$ cat config.mk
export PLATFORM = sky130hd
export DESIGN_NAME = axi_async_src_ctrl
export DESIGN_NICKNAME = d
export VERILOG_FILES = /design/src/rtl/axi_async_pkg.sv /design/src/rtl/axi_async_sync.sv /design/src/rtl/axi_async_src_ctrl.sv
export SDC_FILE = /design/constraint.sdc
export NUM_CORES = 1
export LEC_CHECK = 0
export ABC_AREA = 1
export CAP_MARGIN = 15
export CORE_ASPECT_RATIO = 0.8
export CORE_MARGIN = 2
export CORE_UTILIZATION = 35
export DETAILED_ROUTE_END_ITERATION = 10
export GPL_TIMING_DRIVEN = 0
export PLACE_DENSITY = 0.65
export SYNTH_ARGS = -nofsm -noshare
export SYNTH_HDL_FRONTEND = slang
export SYNTH_HIERARCHICAL = 1
export SYNTH_SLANG_ARGS = --single-unit
$ cat constraint.sdc
create_clock -name clk_i -period 2.1 [get_ports clk_i]
set_input_delay 0.42 -clock clk_i [delete_from_list [all_inputs] [get_ports clk_i]]
set_output_delay 0.42 -clock clk_i [all_outputs]
set_load 0.01 [all_outputs]
$ cat src/rtl/axi_async_pkg.sv
// axi_async_pkg: shared width helpers and BUFFER_WIDTH limits for the async AXI token-ring controllers
package axi_async_pkg;

    localparam int MIN_BUFFER_WIDTH = 2;
    localparam int MAX_BUFFER_WIDTH = 16;

    typedef logic [$clog2(MAX_BUFFER_WIDTH)-1:0]   idx_t;
    typedef logic [$clog2(MAX_BUFFER_WIDTH+1)-1:0] fill_t;

    function automatic int idx_width(input int bw);
        return $clog2(bw);
    endfunction

    function automatic int fill_width(input int bw);
        return $clog2(bw + 1);
    endfunction

    function automatic bit buffer_width_legal(input int bw);
        return bw >= MIN_BUFFER_WIDTH && bw <= MAX_BUFFER_WIDTH;
    endfunction

endpackage

$ cat src/rtl/axi_async_sync.sv
// axi_async_sync: two-flop per-bit synchroniser, cleared to 0 on reset
module axi_async_sync #(
    parameter int WIDTH = 1
) (
    input  logic             clk_i,
    input  logic             rst_ni,
    input  logic [WIDTH-1:0] d_i,
    output logic [WIDTH-1:0] q_o
);

    logic [WIDTH-1:0] s1_q, s2_q;

    always_ff @(posedge clk_i) begin
        if (!rst_ni) begin
            s1_q <= '0;
            s2_q <= '0;
        end else begin
            s1_q <= d_i;
            s2_q <= s1_q;
        end
    end

    assign q_o = s2_q;

endmodule

$ cat src/rtl/axi_async_src_ctrl.sv
// axi_async_src_ctrl: source-side slot writer and write-token owner for one channel of a token-ring async FIFO
module axi_async_src_ctrl
    import axi_async_pkg::*;
#(
    parameter int DATA_WIDTH   = 64,
    parameter int BUFFER_WIDTH = 4
) (
    input  logic                                 clk_i,
    input  logic                                 rst_ni,
    input  logic                                 valid_i,
    input  logic [DATA_WIDTH-1:0]                data_i,
    output logic                                 ready_o,
    output logic [BUFFER_WIDTH*DATA_WIDTH-1:0]   buf_data_o,
    output logic [BUFFER_WIDTH-1:0]              writetoken_o,
    input  logic [BUFFER_WIDTH-1:0]              readpointer_i,
    output logic [fill_width(BUFFER_WIDTH)-1:0]  fill_o
);

    localparam int IW = idx_width(BUFFER_WIDTH);
    localparam int FW = fill_width(BUFFER_WIDTH);

    if (!buffer_width_legal(BUFFER_WIDTH)) begin : g_illegal_width
        $error("axi_async_src_ctrl: BUFFER_WIDTH must be within 2..16");
    end

    logic [BUFFER_WIDTH-1:0][DATA_WIDTH-1:0] buf_q, buf_d;
    logic [BUFFER_WIDTH-1:0]                 writetoken_q, writetoken_d;
    logic [BUFFER_WIDTH-1:0]                 rp_sync, rp_prev_q, pend_mask, occupied;
    logic [IW-1:0]                           wr_idx_q, wr_idx_d, pend_idx_q, pend_idx_d;
    logic                                    pend_q, pend_d, accept;

    axi_async_sync #(.WIDTH(BUFFER_WIDTH)) i_rp_sync (
        .clk_i  (clk_i),
        .rst_ni (rst_ni),
        .d_i    (readpointer_i),
        .q_o    (rp_sync)
    );

    // A slot whose token toggle is still pending counts as occupied so it cannot be rewritten.
    assign pend_mask    = pend_q ? BUFFER_WIDTH'(1) << pend_idx_q : '0;
    assign occupied     = (writetoken_q ^ rp_sync) | pend_mask;
    assign ready_o      = ~occupied[wr_idx_q];
    assign accept       = valid_i & ready_o;
    assign fill_o       = FW'($countones(writetoken_q ^ rp_sync)) + FW'(pend_q);
    assign writetoken_o = writetoken_q;
    assign buf_data_o   = buf_q;

    assign writetoken_d = writetoken_q ^ pend_mask;
    assign pend_d       = accept;
    assign pend_idx_d   = accept ? wr_idx_q : pend_idx_q;
    assign wr_idx_d     = !accept ? wr_idx_q : wr_idx_q == IW'(BUFFER_WIDTH - 1) ? '0 : wr_idx_q + 1'b1;

    always_comb begin
        buf_d = buf_q;
        if (accept) buf_d[wr_idx_q] = data_i;
    end

    always_ff @(posedge clk_i) begin
        if (!rst_ni) begin
            buf_q        <= '0;
            writetoken_q <= '0;
            wr_idx_q     <= '0;
            pend_q       <= 1'b0;
            pend_idx_q   <= '0;
            rp_prev_q    <= '0;
        end else begin
            buf_q        <= buf_d;
            writetoken_q <= writetoken_d;
            wr_idx_q     <= wr_idx_d;
            pend_q       <= pend_d;
            pend_idx_q   <= pend_idx_d;
            rp_prev_q    <= rp_sync;
        end
    end

    // The remote side may only hand back a slot it was given; anything else is a protocol error.
    always_ff @(posedge clk_i) begin
        if (rst_ni) begin
            assert (((rp_sync ^ rp_prev_q) & ~(writetoken_q ^ rp_prev_q)) == '0)
                else $error("axi_async_src_ctrl: readpointer toggled on a free slot");
        end
    end

endmodule

==> run summary <==
Number of synthesized register bits: 273
Maximum vdd drop: 532 uV
Fin crit share: 1.30
Crit. End Element: output port
Slew @ Worst Pin: 0.992 ns
Largest family of logic cells by synthesized area: simple AND/OR/NAND/NOR gates
Detailed-route via count: 12.0k
Synth Area in Adders: 0.00903
Antenna Nets Post-Route: 0
Max-cap violations: 0
DRT iter0 DRCs: 794
Reg area: 5480 um2
Nets: 2,053
Placed insts: 2,352
Slowest CP cell: fa_1
Chip height: 165 um
Power Dens Cells: 969 nW/um2
Worst hold path class: input pin to register
Worst path buffer plus inverter count: 3
Row cnt: 58
Mux cell area share after synthesis: 0
Setup WS pre-CTS: -0.557 ns
Initial Util: 0.358
Cts bufs inserted: 30
DRT Wirelength: 43.0 mm
Mapped Cells: 1,600
Kind of critical path: register to output port
Final Skew: 0.0170 ns
Post-DP HPWL: 31.4 mm
Worst Setup Start Kind: register
Failing checks: setup timing
Die width: 205 um
Core box area: 31,700 um2
Final instance area: 16,500 um2
Xor and xnor area share after synthesis: 0
Port Buffers: 332
Multi-input logic area: 5000 um2
Routability cong.: 0.830
Fill cells: 3,108
Final min period: 2.73 ns
Syn nets: 1,678
RSZ-0062 raised after global routing: true
LEAKAGE: 0.00681 uW
Status: finished, violations left
CTS tree: built
Total clock sinks: 273
P&R area growth vs syn: 45.3%
Largest net degree at the start of global routing: 15
Synth Area in Compound Gates: 0.00529
Setup ws final: -0.632 ns
Setup Viol. Count Final: 4
Critical-path cell list: inv_2 -> nand2_2 -> nand2_2 -> inv_2 -> fa_1 -> fa_2 -> ha_4 -> buf_6
Die footprint: 33,900 um2
Number of global-route vias before repair: 11.0k
WL/cell: 17.8 um
Worst EP required: 1.68 ns
Yosys warns: 6
CP arrival: 2.31 ns
Initial antenna violation count: 0
Clock Tree Buf Depth: 3
Hold-fix buffers, CTS: 0
Ant diodes: 0
Reg clk slew, reported paths: 0.06 ns
Worst path max stage delay: 0.46 ns
Tot GR Track Use: 0.244
Placed Area: 15,200 um2
H-tree levels: 1
Slew HR: 0.339
Worst-path fanout max: 3
Vias per Instance: 4.97
Family with the most delay on the worst path: adder cells
Worst-Skew Late Latency: 0.56 ns
Drt pass-1 iters: 7
Register area share after synthesis: 0.481
Post-Synthesis Cell Area: 11,400 um2
IO Pins: 335
First-pass GRT wire length: 63.8 mm
Final routed DRC violation total: 0
Library cells used by synthesis: 16
Fmax: 0.366 GHz
Final Max Tran Viols: 0
Grt total ovfl: 0
Hold Vio Cnt, Final: 0
Final cell count without fillers: 2,417
Post-synthesis simple-gate area fraction: 0.417
CTS Root Cell: clkbuf_16
Syn avg cell area: 7.10 um2
Share of layout cells above drive strength 1: 0.0806
[cell usage after synthesis]
cell type / number / area share
nor2_1: 514 / 0.17
nand2_1: 289 / 0.096
dfxtp_1: 273 / 0.48
nand4_1: 256 / 0.14
inv_1: 94 / 0.031
buf_1: 64 / 0.021
buf_2: 33 / 0.015
clkbuf_1: 24 / 0.0079
buf_4: 19 / 0.013
nand3_1: 11 / 0.0048
a21oi_1: 7 / 0.0031
ha_1: 5 / 0.0055
o21ai_0: 5 / 0.0022
nor2_8: 3 / 0.0053
fa_1: 2 / 0.0035
nor2_2: 1 / 0.00055
[metrics by stage]
| step | setup TNS (ns) | total power, uW | hold WS (ns) | utilization |
|---|---|---|---|---|
| after floorplan | 0 | 8410 | 0.390 | - |
| after global placement | -113.02 | 10400 | 0.397 | 0.480 |
| after detailed placement | -107.66 | 10500 | 0.397 | 0.480 |
| after CTS | -2.00 | 15900 | 0.117 | 0.515 |
| after global routing | -2.44 | 16700 | 0.142 | 0.520 |
| final | -1.79 | 16000 | 0.137 | 0.520 |
[cells in the final DEF (no fill, tap or decap), types with 6 or more instances in the layout]
cell type	netlist	routed
nand4_1	256	256
clkbuf_4	0	9
a21oi_1	7	7
buf_1	64	61
dfxtp_2	0	8
clkbuf_2	0	9
buf_2	33	14
clkbuf_16	0	31
inv_2	0	6
clkbuf_1	24	24
dfxtp_1	273	264
inv_1	94	88
nand2_1	289	279
nor2_1	514	514
buf_4	19	37
clkdlybuf4s50_1	0	328
nand2_2	0	9
clkinv_2	0	6
clkbuf_8	0	6
[worst register-to-register path: stages, from the launching register on]
cell and delay [ns]:
dfxtp_2 0.33, inv_2 0.07, nand2_2 0.05, nand2_2 0.07, buf_4 0.13, nand3_4 0.07, nand2_2 0.08, nand2_2 0.06
nand2_4 0.11, buf_4 0.18, buf_4 0.23, buf_2 0.26, nand4_1 0.12, nand2_1 0.08, nor2_1 0.04
[path summary, 6_finish.rpt]
| check | from | to | slack (ns) | cells past startpoint |
|---|---|---|---|---|
| setup reg to reg | writetoken_o[0]$_SDFF_PN0_ | buf_data_o[69]$_SDFFE_PN0P_ | 0.10 | 14 |
| hold / removal | rst_ni | i_rp_sync/q_o[2]$_SDFF_PN0_ | 0.14 | 3 |
| setup / recovery | writetoken_o[0]$_SDFF_PN0_ | fill_o[1] | -0.63 | 8 |
| hold reg to reg | i_rp_sync/s1_q[2]$_SDFF_PN0_ | i_rp_sync/q_o[2]$_SDFF_PN0_ | 0.41 | 2 |
[cell families (layout without fill, tap and decap cells)]
logic type,after synthesis,in the layout
AO/OA/AOI/OAI,12,12
adder cells (fa/ha/maj),7,7
buffers and inverters,234,631
flip-flops,273,273
AND/OR/NAND/NOR,1074,1074
[state kept, by name, indices dropped and copies added (netlist names)]
register,cells
buf_data_o,256
i_rp_sync/q_o,4
i_rp_sync/s1_q,4
pend_idx_q,2
pend_q,1
wr_idx_q,2
writetoken_o,4
[power by group]
group          internal, uW  switching (uW)  leakage (uW)
registers              5690             317       0.00222
clock network          3140            2180      0.000486
logic                  1930            2730       0.00410
total                 10800            5230       0.00681
[metal layers]
layer / track usage / vias to the layer above / wire (um)
met4: 0.0592 / 0 / 937
met3: 0.0442 / 64 / 2970
met5: 0 / - / 0
li1: - / 5926 / -
met2: 0.389 / 428 / 19300
met1: 0.342 / 5598 / 19800
[timing repair]
item | 4_1_cts | 5_1_grt
endpoints found under the hold margin | 0 | 0
pin swaps | 6 | 10
setup endpoints to repair | 253 | 217
gates cloned | 0 | 0
buffers inserted | 5 | 6
gates resized for setup | 52 | 44
[area by class of cell]
class	count	share of cell area
Timing Repair Buffer	343	0.208
Clock inverter	9	0.00592
Clock buffer	45	0.0538
Tap cell	420	0.0319
Inverter	94	0.0214
Buffer	140	0.0435
Multi-Input combinational cell	1093	0.303
Sequential cell	273	0.332
Power figures use the tool's default switching activity.
